`config.mk`:
```
export PLATFORM = sky130hd
export DESIGN_NAME = bip_cpu_hs
export DESIGN_NICKNAME = d
export VERILOG_FILES = /design/src/rtl/bip_pkg.sv /design/src/rtl/bip_alu.sv /design/src/rtl/bip_cpu_hs.sv
export SDC_FILE = /design/constraint.sdc
export NUM_CORES = 1
export LEC_CHECK = 0
export CORE_MARGIN = 2
export CORE_UTILIZATION = 56
export DETAILED_ROUTE_END_ITERATION = 12
export DONT_BUFFER_PORTS = 1
export PLACE_DENSITY = 0.71
export REMOVE_ABC_BUFFERS = 1
export SLEW_MARGIN = 30
export SYNTH_ARGS = -nofsm -noshare
export SYNTH_HDL_FRONTEND = slang
export SYNTH_SLANG_ARGS = --single-unit
```
`constraint.sdc`:
```
create_clock -name CLK -period 7.5 [get_ports CLK]
set_input_delay 0.375 -clock CLK [delete_from_list [all_inputs] [get_ports CLK]]
set_output_delay 0.375 -clock CLK [all_outputs]
set_load 0.02 [all_outputs]
```
`src/rtl/bip_pkg.sv`:
```
// Shared definitions for the BIP-I handshake core: opcode values, FSM states, ALU operations.
package bip_pkg;

    localparam int unsigned OP_HLT  = 0;
    localparam int unsigned OP_STO  = 1;
    localparam int unsigned OP_LD   = 2;
    localparam int unsigned OP_LDI  = 3;
    localparam int unsigned OP_ADD  = 4;
    localparam int unsigned OP_ADDI = 5;
    localparam int unsigned OP_SUB  = 6;
    localparam int unsigned OP_SUBI = 7;
    localparam int unsigned OP_BEQ  = 8;
    localparam int unsigned OP_BNE  = 9;
    localparam int unsigned OP_JMP  = 10;

    typedef enum logic [1:0] {ST_FETCH, ST_EXEC, ST_MEM, ST_HALT} state_e;

    typedef enum logic [1:0] {ALU_PASS, ALU_ADD, ALU_SUB} alu_op_e;

    // Replicates bit w-1 of v into all higher bits (1 <= w <= 64).
    function automatic logic [63:0] sign_ext(input logic [63:0] v, input int unsigned w);
        logic signed [63:0] t;
        t = $signed(v << (64 - w));
        return t >>> (64 - w);
    endfunction

endpackage

```
`src/rtl/bip_alu.sv`:
```
// Combinational accumulator ALU: pass operand, add or subtract, modulo 2^DATA_W.
module bip_alu
    import bip_pkg::*;
#(
    parameter int unsigned DATA_W = 16
) (
    input  alu_op_e           op_i,
    input  logic [DATA_W-1:0] a_i,
    input  logic [DATA_W-1:0] b_i,
    output logic [DATA_W-1:0] y_o
);

    always_comb begin
        y_o = b_i;
        case (op_i)
            ALU_ADD: y_o = a_i + b_i;
            ALU_SUB: y_o = a_i - b_i;
            default: y_o = b_i;
        endcase
    end

endmodule

```
`src/rtl/bip_cpu_hs.sv`:
```
// Parametrised BIP-I accumulator core with valid/ack handshakes on program and data memory.
// Optional BEQ/BNE/JMP support is enabled by defining BIP_BRANCH_EN.
module bip_cpu_hs
    import bip_pkg::*;
#(
    parameter int unsigned DATA_W = 16,
    parameter int unsigned ADDR_W = 11,
    parameter int unsigned OPC_W  = 5
) (
    input  logic                    CLK,
    input  logic                    RESET,
    output logic                    PM_RD,
    output logic [ADDR_W-1:0]       PM_ADDR,
    input  logic [OPC_W+ADDR_W-1:0] PM_DATA,
    input  logic                    PM_VALID,
    output logic                    DM_RD,
    output logic                    DM_WR,
    output logic [ADDR_W-1:0]       DM_ADDR,
    output logic [DATA_W-1:0]       DM_WDATA,
    input  logic [DATA_W-1:0]       DM_RDATA,
    input  logic                    DM_ACK,
    output logic [DATA_W-1:0]       ACC,
    output logic [ADDR_W-1:0]       PC,
    output logic                    HALTED
);

    localparam int unsigned INSTR_W = OPC_W + ADDR_W;

    state_e             state_q;
    logic [ADDR_W-1:0]  pc_q;
    logic [ADDR_W-1:0]  pc_exec_d;
    logic [DATA_W-1:0]  acc_q;
    logic [INSTR_W-1:0] ir_q;
    logic               pm_rd_q;
    logic               dm_rd_q;
    logic               dm_wr_q;
    logic               halted_q;

    logic [31:0]        opc;
    logic [ADDR_W-1:0]  operand;
    logic [DATA_W-1:0]  imm_ext;
    logic [DATA_W-1:0]  alu_b;
    logic [DATA_W-1:0]  alu_y;
    alu_op_e            alu_op;

    assign opc     = 32'(ir_q[INSTR_W-1:ADDR_W]);
    assign operand = ir_q[ADDR_W-1:0];
    assign imm_ext = DATA_W'(sign_ext(64'(operand), ADDR_W));
    assign alu_b   = (state_q == ST_MEM) ? DM_RDATA : imm_ext;

    always_comb begin
        alu_op = ALU_PASS;
        case (opc)
            OP_ADD, OP_ADDI: alu_op = ALU_ADD;
            OP_SUB, OP_SUBI: alu_op = ALU_SUB;
            default:         alu_op = ALU_PASS;
        endcase
    end

    always_comb begin
        pc_exec_d = pc_q + ADDR_W'(1);
`ifdef BIP_BRANCH_EN
        case (opc)
            OP_BEQ:  if (acc_q == '0) pc_exec_d = operand;
            OP_BNE:  if (acc_q != '0) pc_exec_d = operand;
            OP_JMP:  pc_exec_d = operand;
            default: ;
        endcase
`endif
    end

    bip_alu #(.DATA_W(DATA_W)) u_alu (
        .op_i (alu_op),
        .a_i  (acc_q),
        .b_i  (alu_b),
        .y_o  (alu_y)
    );

    always_ff @(posedge CLK or posedge RESET) begin
        if (RESET) begin
            state_q  <= ST_FETCH;
            pc_q     <= '0;
            acc_q    <= '0;
            ir_q     <= '0;
            pm_rd_q  <= 1'b0;
            dm_rd_q  <= 1'b0;
            dm_wr_q  <= 1'b0;
            halted_q <= 1'b0;
        end else begin
            case (state_q)
                // PM_RD comes out of reset low, so the first fetch raises it before accepting data.
                ST_FETCH: begin
                    pm_rd_q <= 1'b1;
                    if (pm_rd_q && PM_VALID) begin
                        ir_q    <= PM_DATA;
                        pm_rd_q <= 1'b0;
                        state_q <= ST_EXEC;
                    end
                end
                ST_EXEC: begin
                    case (opc)
                        OP_HLT: begin
                            halted_q <= 1'b1;
                            state_q  <= ST_HALT;
                        end
                        OP_STO: begin
                            dm_wr_q <= 1'b1;
                            state_q <= ST_MEM;
                        end
                        OP_LD, OP_ADD, OP_SUB: begin
                            dm_rd_q <= 1'b1;
                            state_q <= ST_MEM;
                        end
                        OP_LDI, OP_ADDI, OP_SUBI: begin
                            acc_q   <= alu_y;
                            pc_q    <= pc_exec_d;
                            pm_rd_q <= 1'b1;
                            state_q <= ST_FETCH;
                        end
                        default: begin
                            pc_q    <= pc_exec_d;
                            pm_rd_q <= 1'b1;
                            state_q <= ST_FETCH;
                        end
                    endcase
                end
                ST_MEM: begin
                    if (DM_ACK) begin
                        if (dm_rd_q) acc_q <= alu_y;
                        dm_rd_q <= 1'b0;
                        dm_wr_q <= 1'b0;
                        pc_q    <= pc_q + ADDR_W'(1);
                        pm_rd_q <= 1'b1;
                        state_q <= ST_FETCH;
                    end
                end
                ST_HALT: ;
                default: state_q <= ST_FETCH;
            endcase
        end
    end

    assign PM_RD    = pm_rd_q;
    assign PM_ADDR  = pc_q;
    assign DM_RD    = dm_rd_q;
    assign DM_WR    = dm_wr_q;
    assign DM_ADDR  = operand;
    assign DM_WDATA = acc_q;
    assign ACC      = acc_q;
    assign PC       = pc_q;
    assign HALTED   = halted_q;

endmodule

```
== Word level (Yosys, flattened, before mapping) ==
Cells that the tools add are included.
Operators by class
  add/sub/neg operators: 3
  eq/ne operators: 18
  multiplexer cells: 23
  reduce and logical (&&, ||, !) cells: 19
Operators by type and width (number)
  16-bit 2-to-1 mux: 4
  16-bit case mux with 2 select lines: 2
  32-bit logical NOT: 1
  11-bit 2-to-1 mux: 2
  11-bit case mux with 2 select lines: 1
  5-bit by 3-bit == test with 1-bit output (second input constant): 4
  16-bit adder: 1
  16-bit subtractor: 1
  3-bit AND reduction: 5
  2-bit != test (second input constant): 6
  11-bit by 1-bit adder with 11-bit output (second input constant): 1
  5-bit by 2-bit == test with 1-bit output (second input constant): 2
  2-bit case mux with 2 select lines: 2
  1-bit 2-to-1 mux: 6
  2-bit case mux with 3 select lines: 1
  3-bit OR reduction: 2
  5-bit by 1-bit == test with 1-bit output (second input constant): 1
  5-bit OR reduction: 1
  2-bit by 1-bit == test with 1-bit output (second input constant): 2
  2-bit == test (second input constant): 2
  2-bit 2-to-1 mux: 2
  1-bit case mux with 2 select lines: 2
  2-bit AND reduction: 2
  4-bit AND reduction: 1
  other kinds (8): 9
Word-level totals
  bits in registers: 49
  output and inout bits: 69
  logic and storage cells: 71

== Longest topological paths before layout ==
  depth in word-level cells: 8
  gate-level depth with buffers: 17
  mapped depth without buffers: 16

== Modules after synthesis ==
Synthesis repeated with hierarchy kept, for this count alone.
Unflattened totals
  cells, all modules: 404
  area total of the unflattened synthesis: 3828.7 um^2
By module, submodules not included
  bip_cpu_hs: instances 1, cells an instance 218, area each 2597.5 um^2, seq. area each 1226.2 um^2
  bip_alu: instances 1, cells an instance 186, area each 1231.2 um^2, seq. area each 0.0 um^2

== Worst setup path before layout ==
OpenSTA, ideal clock, no wires.
  path type: register to register
  from: reg state_q[0]
  to: reg acc_q[13], in the netlist ACC[13]
  library setup time: 124 ps
  arrival: 3998 ps
  setup slack: 3378 ps
  cell stages (with the launch flop): 18
  path buffers: 2
  period minus slack after synthesis: 4122 ps
  cells stage by stage: dfrtp_1 -> inv_1 -> ha_1 -> buf_2 -> buf_1 -> mux2_2 -> nor2b_1 -> xnor2_1 -> inv_1 -> ha_1 -> nor2b_1 -> o2111a_1 -> nor3_1 -> o21ai_1 -> a31o_1 -> a21oi_1 -> mux2_2 -> a211o_1
Between the ends
  cells in the longest elaborated chain, start to end: 7
RTL lines
  from (decl): line bip_cpu_hs.sv:29  | state_e state_q;
  from (signal assigned): line bip_cpu_hs.sv:81  | state_q <= ST_FETCH;
  from (signal assigned): line bip_cpu_hs.sv:97  | state_q <= ST_EXEC;
  from (signal assigned): line bip_cpu_hs.sv:104  | state_q <= ST_HALT;
  2-bit == test: line bip_cpu_hs.sv:49, bip_cpu_hs.sv:90
  16-bit 2-to-1 mux: line bip_cpu_hs.sv:49  | assign alu_b = (state_q == ST_MEM) ? DM_RDATA : imm_ext;
  16-bit subtractor / 16-bit adder (equally long branches): line bip_alu.sv:17, bip_alu.sv:16
  16-bit case mux with 2 select lines: line bip_alu.sv:15  | case (op_i)
  16-bit 2-to-1 mux: line bip_cpu_hs.sv:129  | if (dm_rd_q) acc_q <= alu_y;
  16-bit 2-to-1 mux: line bip_cpu_hs.sv:128  | if (DM_ACK) begin
  16-bit case mux with 2 select lines: line bip_cpu_hs.sv:90  | case (state_q)
  to (signal assigned): line bip_cpu_hs.sv:115  | acc_q <= alu_y;
  to (signal assigned): line bip_cpu_hs.sv:129
  to (decl): line bip_cpu_hs.sv:32  | logic [DATA_W-1:0] acc_q;
Several ways; a longest one is shown, not always the timed one. The select of a mux whose other input is x is not followed.
A chain may end at the register's enable or synchronous reset.

== Final worst setup path ==
Same ends and word-level chain as after synthesis.

==> qor.csv <==
stage,metric,value,unit
timing,finalSetupTns,0,ns
timing,worst_slack,2.874,ns
timing,worst_slew_pin_slew,0.8772,ns
logic_synthesis,ys_ff_latch,49,
drt,wire_per_inst,17.53,um
cts,ctsResizeCount,0,
logic_synthesis,netlist_instances,426,
logic_synthesis,syn-mean-instance-area,8.949,um^2
cts,clockRootBuffer,clkbuf_8,
die,chipWidth,86.51,um
job,maxCapViolations,0,
cts,htree_levels,2,
logic_synthesis,synthFlopType,dfrtp_1,
timing,timing.final.hold_violations,0,
cts,clk_latency,0.31,ns
layout,antenna_cells,0,
die,dieHeight,86.51,um
drt,postRouteWirelength,8136,um
timing,clock_skew,0.007446,ns
cts,clk_pin_slew_worst_paths,0.10,ns
pwr,cellLeakagePower,1.765,nW
place,port_buffers,0,
logic_synthesis,netlist_area,0.003812,mm^2
pwr,power,0.4740,mW
global_routing,grt_overflow,0,
timing,slew_headroom,41.52,%
layout,nets,442,
pwr,power_density,128.0,mW/mm^2
drt,viasPerCell,5.989,
critical_path,cp-end-kind,flip-flop,
logic_synthesis,synth_edf_count,0,
timing,period_needed,4.626,ns
global_routing,grt_pass1_vias,2833,
drt,ant_nets,0,
critical_path,worstPathMaxFanout,23,
critical_path,critPathRequiredTime,7.70,ns
status,status,finished clean,
critical_path,startpoint_type,flip-flop,
timing,setup_viol,0,
timing,rsz0062_at_grt,no,
logic_synthesis,synthArstFlopShare,100.0,%
cts,cts_tree,done,
die,start_util,57.06,%
drt,firstDrtPassIters,4,
die,io_pins,105,
cts,cts_sinks,49,
hold_path,hp-class,primary input to asynchronous set/reset pin,
cts,cts_hold_buf,0,
cts,clock_path_buffers,2,
timing,drv_slew,0,
die,rows,30,
drt,drtIter0Drc,205,
logic_synthesis,yosysWarningCount,0,
global_routing,grt_pass1_wl,13500,um
critical_path,path_class,flip-flop to flip-flop,
global_routing,grt_usage,22.59,%
drt,drc,0,
layout,final_common_cell,dfrtp_1,
logic_synthesis,synth-seq-area-share,32.16,%
place,dp_worst_setup_slack,2.900,ns
cts,cts_setup_buffers,0,
layout,syn_to_final_growth,-2.855,%
pwr,worst_ir_drop_vdd,95.18,uV
drt,vias,2779,
global_routing,grt_max_degree,50,
die,die_area,0.007484,mm^2
logic_synthesis,ys_types,52,
die,core-area,0.006681,mm^2
timing,max_freq,216.2,MHz
layout,n_fill_cell,622,
timing,period_share,61.68,%
critical_path,arrival,4.83,ns
layout,drive_gt1_share,11.20,%
place,place.gp.congestion,0.9278,
layout,layout_common_cells,"dfrtp_1 (49), nor2_1 (38), a21oi_1 (29), nand2_1 (29), mux2_2 (26)",
critical_path,rrSetupSlack,2.87,ns
cts,cts_buffers,5,
place,dp_hpwl,6145,um
global_routing,grt_antenna_before_repair,0,
cell usage after synthesis, types with 7 or more instances:
master | instances | area share (%)
dfrtp_1 | 49 | 32
buf_4 | 38 | 7.5
nor2_1 | 38 | 3.7
a21oi_1 | 29 | 3.8
nand2_1 | 29 | 2.9
mux2_2 | 26 | 7.7
ha_1 | 22 | 7.2
nor3_1 | 21 | 2.8
o21ai_0 | 18 | 2.4
inv_1 | 16 | 1.6
xnor2_1 | 16 | 3.7
xor2_1 | 15 | 3.4
clkbuf_1 | 11 | 1.1
mux2i_1 | 9 | 2.4
nand3_1 | 9 | 1.2
nor2b_1 | 8 | 1.3
a21o_1 | 7 | 1.4
critical path: stages (launching register included):
cell and delay [ns]:
dfrtp_1 0.41, inv_1 0.14, ha_1 0.76, mux2i_1 0.50
o211ai_2 0.25, nor2_1 0.14, nor2_1 0.05, xnor2_1 0.15
ha_1 0.24, or4_1 0.55, nor3_1 0.21, o21ai_1 0.14
a31o_1 0.22, a21oi_1 0.16, mux2_2 0.35, a211o_1 0.26
kinds of logic (layout without fill, tap and decap cells):
family,after synthesis,count (layout),share of synthesized area (%)
AND/OR/NAND/NOR,131,131,17.07
AO/OA/AOI/OAI,90,90,15.49
buffers and inverters,67,25,10.37
flip-flops,49,49,32.16
multiplexers,35,35,10.04
XOR/XNOR,31,31,7.122
adder cells (fa/ha/maj),23,23,7.745
path summary, 6_finish.rpt:
path / to / from / cells past startpoint
min in group CLK: ir_q[4] / PM_DATA[4] / 1
setup / recovery: ACC[13] / state_q[0] / 15
setup reg to reg: ACC[13] / state_q[0] / 15
hold reg to reg: ir_q[14] / ir_q[14] / 1
hold / removal: PC[3] / RESET / 1
max in group asynchronous: DM_WR / RESET / 1
metrics by stage:
| step | instances | util, % | area, um^2 | hold WS [ns] |
|---|---|---|---|---|
| 3_3_place_gp | 456 | 53.65 | 3585 | 0.5215 |
| 5_1_grt | 464 | 55.43 | 3704 | 0.06563 |
| 2_1_floorplan | 375 | - | 3477 | 0.5032 |
| 6_report | 464 | 55.43 | 3704 | 0.01301 |
| 3_5_place_dp | 456 | 53.69 | 3587 | 0.3788 |
| 4_1_cts | 464 | 55.43 | 3704 | 0.03516 |
where the power goes:
| group | total [mW] | internal, mW | switching (mW) |
|---|---|---|---|
| clock | 0.204 | 0.102 | 0.102 |
| combinational | 0.00643 | 0.000834 | 0.00559 |
| sequential | 0.264 | 0.264 | 0 |
| total | 0.474 | 0.367 | 0.107 |
routing by layer:
layer	global-route usage, %	routed length, um	share of wire [%]
met4	6.818	149	1.8
met5	0	0	0
met1	30.00	3567	44
met3	5.048	511	6.3
met2	36.99	3908	48
area by class of cell:
class                   instances  area [um^2]  area share [%]
multi-input cells             310         2191           59.16
flip-flops and latches         49         1226           33.11
well taps                      80        100.1           2.703
clock buffers                   5        68.82           1.858
inverters                      16        62.56           1.689
clock inverters                 3        47.55           1.284
repair buffers                  1        7.507          0.2027
state kept, by name, summed over array words and instances (netlist names):
signal and cells:
ACC 16, DM_RD 1, PM_RD 1, PC 11
ir_q 16, state_q 2, DM_WR 1, HALTED 1
No activity file was read; power rests on OpenSTA's default activity.
